$ cat src/rtl/router_pkg.sv
// Shared router types: flit format, flit type codes, port indices and XY routing helper.
package router_pkg;

  localparam int unsigned NUM_OF_PORTS = 5;
  localparam int unsigned COORD_W      = 4;
  localparam int unsigned PORT_W       = 3;
  localparam int unsigned PAYLOAD_W    = 32;

  typedef enum logic [1:0] {
    FLIT_HEAD      = 2'b00,
    FLIT_BODY      = 2'b01,
    FLIT_TAIL      = 2'b10,
    FLIT_HEAD_TAIL = 2'b11
  } flit_type_e;

  // Bits [33:32] type, [31:0] payload; head payload carries dest_x in [7:4], dest_y in [3:0].
  typedef struct packed {
    flit_type_e             ftype;
    logic [PAYLOAD_W-1:0]   payload;
  } flit_t;

  localparam logic [PORT_W-1:0] LOCAL = 3'd0;
  localparam logic [PORT_W-1:0] NORTH = 3'd1;
  localparam logic [PORT_W-1:0] EAST  = 3'd2;
  localparam logic [PORT_W-1:0] SOUTH = 3'd3;
  localparam logic [PORT_W-1:0] WEST  = 3'd4;

  function automatic logic is_head(input flit_type_e t);
    return (t == FLIT_HEAD) || (t == FLIT_HEAD_TAIL);
  endfunction

  function automatic logic is_tail(input flit_type_e t);
    return (t == FLIT_TAIL) || (t == FLIT_HEAD_TAIL);
  endfunction

  // Dimension-ordered routing: resolve X first, then Y.
  function automatic logic [PORT_W-1:0] xy_route(input logic [COORD_W-1:0] dx,
                                                 input logic [COORD_W-1:0] dy,
                                                 input logic [COORD_W-1:0] mx,
                                                 input logic [COORD_W-1:0] my);
    if (dx > mx)      return EAST;
    else if (dx < mx) return WEST;
    else if (dy > my) return NORTH;
    else if (dy < my) return SOUTH;
    else              return LOCAL;
  endfunction

endpackage

$ cat src/rtl/input_fifo.sv
// Synchronous flit FIFO with registered occupancy count and full/empty flags.
module input_fifo
  import router_pkg::*;
#(
  parameter int unsigned DEPTH = 4
) (
  input  logic                   clk,
  input  logic                   reset_n,
  input  logic                   push,
  input  logic                   pop,
  input  flit_t                  din,
  output flit_t                  front,
  output logic [$clog2(DEPTH):0] count,
  output logic                   full,
  output logic                   empty
);

  localparam int unsigned AW = $clog2(DEPTH);
  localparam logic [AW:0] FULL_CNT = (AW+1)'(DEPTH);

  flit_t         mem [DEPTH];
  logic [AW-1:0] wr_ptr;
  logic [AW-1:0] rd_ptr;
  logic          do_push;
  logic          do_pop;

  assign full    = (count == FULL_CNT);
  assign empty   = (count == '0);
  assign do_push = push && !full;
  assign do_pop  = pop && !empty;
  assign front   = mem[rd_ptr];

  // Storage array; contents are only observed through a valid read pointer.
  always_ff @(posedge clk) begin
    if (do_push) mem[wr_ptr] <= din;
  end

  // Pointers wrap naturally because DEPTH is a power of two.
  always_ff @(posedge clk or negedge reset_n) begin
    if (!reset_n) begin
      wr_ptr <= '0;
      rd_ptr <= '0;
      count  <= '0;
    end else begin
      if (do_push) wr_ptr <= wr_ptr + AW'(1);
      if (do_pop)  rd_ptr <= rd_ptr + AW'(1);
      unique case ({do_push, do_pop})
        2'b10:   count <= count + (AW+1)'(1);
        2'b01:   count <= count - (AW+1)'(1);
        default: count <= count;
      endcase
    end
  end

endmodule

$ cat src/rtl/input_unit.sv
// Router input port: buffers upstream flits, XY-routes each packet and forwards it to the switch.
module input_unit
  import router_pkg::*;
#(
  parameter logic [COORD_W-1:0] MY_X      = 4'd0,
  parameter logic [COORD_W-1:0] MY_Y      = 4'd0,
  parameter int unsigned        BUF_DEPTH = 4
) (
  input  logic                       clk,
  input  logic                       reset_n,
  input  logic                       i_upstream_req,
  input  flit_t                      i_flit,
  output logic                       o_upstream_ack,
  input  logic [NUM_OF_PORTS-1:0]    i_switch_ack,
  output logic [NUM_OF_PORTS-1:0]    o_switch_req,
  output flit_t                      o_flit,
  output logic                       o_flit_valid,
  output logic [$clog2(BUF_DEPTH):0] o_fifo_count,
  output logic                       o_err
);

  localparam int unsigned CW = $clog2(BUF_DEPTH) + 1;
  localparam logic [NUM_OF_PORTS-1:0] PORT_ONE = NUM_OF_PORTS'(1);

  typedef enum logic {IDLE, ACTIVE} state_e;

  state_e            state;
  state_e            state_nxt;
  logic [PORT_W-1:0] route;
  logic [PORT_W-1:0] route_nxt;
  logic [CW-1:0]     count_nxt;
  flit_t             front;
  logic              full;
  logic              empty;
  logic              push;
  logic              grant;
  logic              discard;
  logic              pop;

  // One accept per ack pulse: a request still held during the ack is not pushed again.
  assign push    = i_upstream_req && !full && !o_upstream_ack;
  assign grant   = (state == ACTIVE) && !empty && i_switch_ack[route];
  assign discard = (state == IDLE) && !empty && !is_head(front.ftype);
  assign pop     = grant || discard;

  input_fifo #(.DEPTH(BUF_DEPTH)) u_fifo (
    .clk     (clk),
    .reset_n (reset_n),
    .push    (push),
    .pop     (pop),
    .din     (i_flit),
    .front   (front),
    .count   (o_fifo_count),
    .full    (full),
    .empty   (empty)
  );

  // Next route/state; also the look-ahead occupancy used to register o_switch_req.
  always_comb begin
    state_nxt = state;
    route_nxt = route;
    count_nxt = o_fifo_count + CW'(push) - CW'(pop);
    if ((state == IDLE) && !empty && is_head(front.ftype)) begin
      route_nxt = xy_route(front.payload[7:4], front.payload[3:0], MY_X, MY_Y);
      state_nxt = ACTIVE;
    end
    if (grant && is_tail(front.ftype)) begin
      state_nxt = IDLE;
    end
  end

  // Route FSM and registered outputs.
  always_ff @(posedge clk or negedge reset_n) begin
    if (!reset_n) begin
      state          <= IDLE;
      route          <= LOCAL;
      o_upstream_ack <= 1'b0;
      o_switch_req   <= '0;
      o_flit         <= '0;
      o_flit_valid   <= 1'b0;
      o_err          <= 1'b0;
    end else begin
      state          <= state_nxt;
      route          <= route_nxt;
      o_upstream_ack <= push;
      o_switch_req   <= ((state_nxt == ACTIVE) && (count_nxt != '0)) ? (PORT_ONE << route_nxt) : '0;
      o_flit_valid   <= grant;
      o_err          <= discard;
      if (grant) o_flit <= front;
    end
  end

endmodule

$ cat config.mk
export PLATFORM = sky130hd
export DESIGN_NAME = input_unit
export DESIGN_NICKNAME = d
export VERILOG_FILES = /design/src/rtl/router_pkg.sv /design/src/rtl/input_fifo.sv /design/src/rtl/input_unit.sv
export SDC_FILE = /design/constraint.sdc
export NUM_CORES = 1
export LEC_CHECK = 0
export ABC_AREA = 0
export BUFFER_PORTS_ARGS = -buffer_cell sky130_fd_sc_hd__buf_2
export CAP_MARGIN = 20
export CORE_MARGIN = 5
export CORE_UTILIZATION = 45
export CTS_CLUSTER_SIZE = 25
export DETAILED_ROUTE_END_ITERATION = 16
export GPL_TIMING_DRIVEN = 0
export PLACE_DENSITY_LB_ADDON = 0.25
export SYNTH_ARGS = -nofsm -noshare
export SYNTH_HDL_FRONTEND = slang
export SYNTH_SLANG_ARGS = --single-unit
$ cat constraint.sdc
create_clock -name clk -period 9.15 [get_ports clk]
set_input_delay 2.745 -clock clk [delete_from_list [all_inputs] [get_ports clk]]
set_output_delay 2.745 -clock clk [all_outputs]
set_load 0.1 [all_outputs]
Yosys cells after proc, flatten, opt, wreduce, memory -nomap -nowiden
Memories as Yosys holds them, arrays and structs flattened.
Cells that the tools add are included.
- add/subtract/negate cells: 6
- $lt $le $gt $ge: 5
- equal/unequal tests: 5
- shift-type cells: 1
- muxes and demuxes: 13
- bitwise logic cells: 1
- reduce and logical (&&, ||, !) cells: 22
- operators with widths (cell ; number):
    logical AND 1 bit ; 11
    two-way mux 3 bit ; 3
    greater-than comparator 4 x 1 -> 1 bit (second input constant) ; 2
    less-than comparator 4 x 1 -> 1 bit (second input constant) ; 2
    == test 2 bit (second input constant) ; 3
    one-hot mux 3 bit (2 select lines) ; 1
    two-way mux 1 bit ; 5
    two-way mux 5 bit ; 1
    left shift 1 x 3 -> 5 bit (first input constant) ; 1
    adder 2 x 1 -> 2 bit (second input constant) ; 2
    logical NOT 1 bit ; 4
    less-than comparator 3 x 4 -> 1 bit (second input constant) ; 1
    two-way mux 2 bit ; 2
    adder 3 x 1 -> 3 bit ; 1
    adder 3 x 1 -> 3 bit (second input constant) ; 1
    binary-select mux 1 bit (select 3 bit) ; 1
    == test 3 bit (second input constant) ; 1
    logical NOT 3 bit ; 1
    logical OR 1 bit ; 3
    nonzero test 3 bit ; 1
    subtractor 3 x 1 -> 3 bit ; 1
    subtractor 3 x 1 -> 3 bit (second input constant) ; 1
    == test 2 x 1 -> 1 bit (second input constant) ; 1
    logical NOT 2 bit ; 1
    2 further kinds ; 2
- flip-flop bits (word level): 53
- bits in writable memories: 136
- input port bits: 42
- output and inout port bits: 45
- logic and storage cells: 65
- memories kept: 1
- memory list (name ; words ; width ; read ports ; clocked after memory_dff ; wr ports ; RTL line ; text):
    u_fifo.mem ; 4 ; 34 ; 1 ; 0 ; 1 ; input_fifo.sv:21 ; flit_t mem [DEPTH];

Longest topological paths before layout
An unclocked memory read counts as a cell.
- depth in word-level cells: 10
- gate-level depth with buffers: 15
- mapped depth without buffers: 13

Modules after synthesis
From an unflattened synthesis, not the netlist that was laid out.
- cells, all modules: 345
- area total of the unflattened synthesis: 7420.9 um^2
- by module, submodules not included (module ; times used ; cells an instance ; area an instance (um^2) ; sequential area each (um^2)):
    input_fifo ; 1 ; 215 ; 5385.2 ; 4259.1
    input_unit ; 1 ; 130 ; 2035.7 ; 1151.1

Least setup slack after synthesis
Ideal clock, no wire load.
- path kind: input-to-reg
- start: input i_switch_ack[3]
- end: register o_switch_req[3]
- library setup time: 0.100 ns
- arrival: 5.122 ns
- data required time: 9.050 ns
- slack: 3.928 ns
- stages: 11
- buffers on the path: 0
- cell sequence: mux4_2 -> a21o_1 -> a21o_1 -> ha_1 -> inv_1 -> ha_1 -> fa_1 -> xnor3_1 -> o32ai_1 -> a31o_2 -> nor4bb_1
- word-level cells in the longest chain between the ends: 8
- elaborated cells on any way between the ends: 10
- classes of those cells: add/sub (1); mux (4); reduce/logical (5)
- ends and longest elaborated chain (element ; RTL line ; text):
    start: declaration ; input_unit.sv:14 ; input logic [NUM_OF_PORTS-1:0] i_switch_ack,
    binary-select mux 1 bit (select 3 bit) (*) ; input_unit.sv:42 ; assign grant = (state == ACTIVE) && !empty && i_switch_ack[route];
    two-way mux 1 bit (implied by the code) (*) ; input_unit.sv:42 ;
    logical AND 1 bit (*) ; input_unit.sv:42 ;
    logical OR 1 bit ; input_unit.sv:44 ; assign pop = grant || discard;
    subtractor 3 x 1 -> 3 bit ; input_unit.sv:62 ; count_nxt = o_fifo_count + CW'(push) - CW'(pop);
    nonzero test 3 bit ; input_unit.sv:86 ; o_switch_req <= ((state_nxt == ACTIVE) && (count_nxt != '0)) ? (PORT_ONE << route_nxt) : '0;
    logical AND 1 bit (*) ; input_unit.sv:86 ;
    two-way mux 5 bit (*) ; input_unit.sv:86 ;
    end signal: assignment ; input_unit.sv:86 ;
    end: declaration ; input_unit.sv:15 ; output logic [NUM_OF_PORTS-1:0] o_switch_req,
Every way passes the cells marked *; elsewhere a longest branch is shown, timed or not. The select of a mux whose other input is x is not followed.
A chain may end at the register's enable or synchronous reset.

Worst setup path in the final report
- start: input i_switch_ack[3]
- end: register o_switch_req[4]
Same word-level chain as after synthesis.

==> metrics.txt <==
Layout area overhead=18.67%; Antenna Nets Post-Route=0; IO Count=between 80 and 90; vias in the first global route=about 3700; Reg area=between 0.005 and 0.006 mm^2; area of the multi-input gates=0.001814 mm^2; top cells by count, synth=136 x edfxtp_1, 53 x dfrtp_1, 35 x mux4_2, 28 x mux2_4, 13 x inv_1; antenna violations before repair=2; Cell Chain, Critical Path=buf_2, mux4_2, a21o_1, a21o_1, ha_1, inv_1, ha_1, fa_1, xnor3_1, o32ai_1, a31o_2, nor4b_1; top-area cell type share of the netlist area=between 50% and 60%; WHS=a little under 500 ps; Die Width=about 140 um; setup TNS=0 ps; arrival time at the worst endpoint=about 5400 ps; Crit path max-delay family=adder cells; Post-Route WL=13.19 mm; routed len/inst=19.28 um; largest net degree at the start of global routing=30; # rows=between 40 and 50; Slew HR=53.75%; Synth area leaders=edfxtp_1 55%, dfrtp_1 18%, mux4_2 11%; Starting Density=46.19%; Final Instance Count excl. Fillers=~700; Reg clk slew, reported paths=approximately 60 ps; main flop type after synthesis=edfxtp_1; Slowest-stage cell, CP=mux4_2; Final Skew=between 7 and 8 ps; Pre-antenna DRT Iters=4; Synth Net Count=roughly 400; Hold Crit Class=reg -> reg; cts bufs inserted=17; initial drt markers=201; placed cell count=approximately 650; #FFs+latches synth=between 150 and 200; gr ovfl total=0; CTS tree=yes; vias per cell=between 5 and 6; Clock Tree Root=clkbuf_16; fillers=1220; fin crit share=55.98%; Final Wtd Congestion=between 0.7 and 0.8; RSZ-0062 raised after global routing=no; Crit path largest cell delay=about 470 ps; Setup Fix Bufs, Post-CTS=0; CTS hold repair buffers=0; mapped cell area=between 0.007 and 0.008 mm^2; clock sink count=~190; first-pass GRT wire length=a little over 20 mm; layout cells sized above 1=42.52%; most common cell in the netlist=edfxtp_1; crit end category=flip-flop; Final Hold Viols=0; Mean Syn Cell Area=~21 um^2; min Tclk post-route=around 5000 ps; Crit Path Max Fanout=5; Async SR Flop Fraction=between 20% and 30%; Setup Viol. Count Final=0; Tot GR Track Use=between 10% and 20%; die extent in y=137.9 um; Die Area=~0.019 mm^2; status=complete, no violations; Seq/Total Area, Yosys=approximately three quarters; DRC viols=0; via count=3456; crit start category=primary input; CTS resizes=0; synthesized instance count=about 350; leading area contributor after synthesis=edfxtp_1; detailed placer's ending HPWL=between 8 and 9 mm; nets=508; EDFF count, synth=136; insertion delay to the later sink of the worst-skew pair=420 ps; H-tree levels=4; Setup Crit Path Kind=in -> reg; antenna cells=0; Buf/Inv on CP=2; CP required=roughly 9500 ps; Yosys warnings=0; fmax=0.1952 GHz; measured slew at the worst slew-check pin=slightly below 700 ps; Yosys cell types=39; Slew Viols, Final=0; largest buffer count on any clock path=2; area of the core=between 0.015 and 0.02 mm^2; I/O Buffers=86; MaxCap Viol Count=0
==> sequential cells by signal (all words and copies together), names as in the netlist <==
register,cells
u_fifo.rd_ptr,2
o_flit,34
u_fifo.count,3
u_fifo.mem,136
u_fifo.wr_ptr,2
o_switch_req,5
route,3
state,1
o_upstream_ack,1
o_err,1
o_flit_valid,1
==> layout make-up <==
type                       instances  share of cell area [%]
sequential                       189                   61.90
multi-input combinational        129                   20.76
timing repair buffer              91                   6.070
clock buffer                      21                   5.154
tap                              216                   3.092
clock inverter                    11                   1.360
buffer                            14                   1.102
inverter                          13                  0.5583
==> per-layer routing <==
| layer | global-route usage (%) | part of all wire, % | vias up |
|---|---|---|---|
| met3 | 4.354 | 5.9 | 18 |
| met4 | 5.763 | 1.4 | 4 |
| li1 | - | - | 1588 |
| met1 | 19.68 | 43 | 1754 |
| met5 | 0 | 0.11 | - |
| met2 | 23.83 | 50 | 92 |
==> stage by stage <==
stage          worst slack [ps]  instance area [um^2]  utilization [%]
6_report                   4028                  8740            54.82
5_1_grt                    3877                  8740            54.82
4_1_cts                    4052                  8740            54.82
3_5_place_dp               3603                  8170            51.25
3_3_place_gp               3644                  8065            50.59
2_1_floorplan              3928                  7365                -
==> kinds of logic after synthesis <==
family / count (synthesis) / synth area share, %
AO/OA/AOI/OAI: 16 / 1.665
adder cells (fa/ha/maj): 11 / 2.073
AND/OR/NAND/NOR: 25 / 2.345
flip-flops: 189 / 73.46
XOR/XNOR: 7 / 1.019
buffers and inverters: 27 / 1.971
multiplexers: 70 / 17.47
==> path summary, 6_finish.rpt <==
check | startpoint | endpoint | slack, ps | cells after the start
setup / recovery | i_switch_ack[3] | o_switch_req[4] | 4030 | 12
hold / removal | o_flit[10] | o_flit[10] | 490 | 1
setup reg to reg | u_fifo.rd_ptr[0] | o_switch_req[4] | 5130 | 15
hold reg to reg | o_flit[10] | o_flit[10] | 490 | 1
max in group asynchronous | reset_n | o_flit[29] | 6220 | 2
min in group asynchronous | reset_n | o_flit[6] | 2330 | 1
==> placed cells by master, fill, tap and decap left out, types with 2 or more instances in the layout <==
cell and instances:
mux4_2 35, nor2_1 4, xor2_1 4, ha_1 9, o21ai_0 2, a21oi_1 2
bufinv_16 2, mux2_1 6, xnor2_1 2, buf_6 5, fa_1 2, a21o_1 3
nor4bb_1 2, clkinvlp_4 4, buf_2 91, mux2_4 28, edfxtp_1 136, dfrtp_1 53
a31oi_1 2, nor4b_1 2, nor4_1 2, clkinv_1 3, inv_1 13, and2_2 4
buf_12 5, or3_1 2, clkinv_4 2, clkbuf_16 17, clkbuf_1 7, nor3_1 2
Power is left out: the tool's default activity adds up to more than one toggle a clock period on the data nets, which glitch-free logic cannot reach.
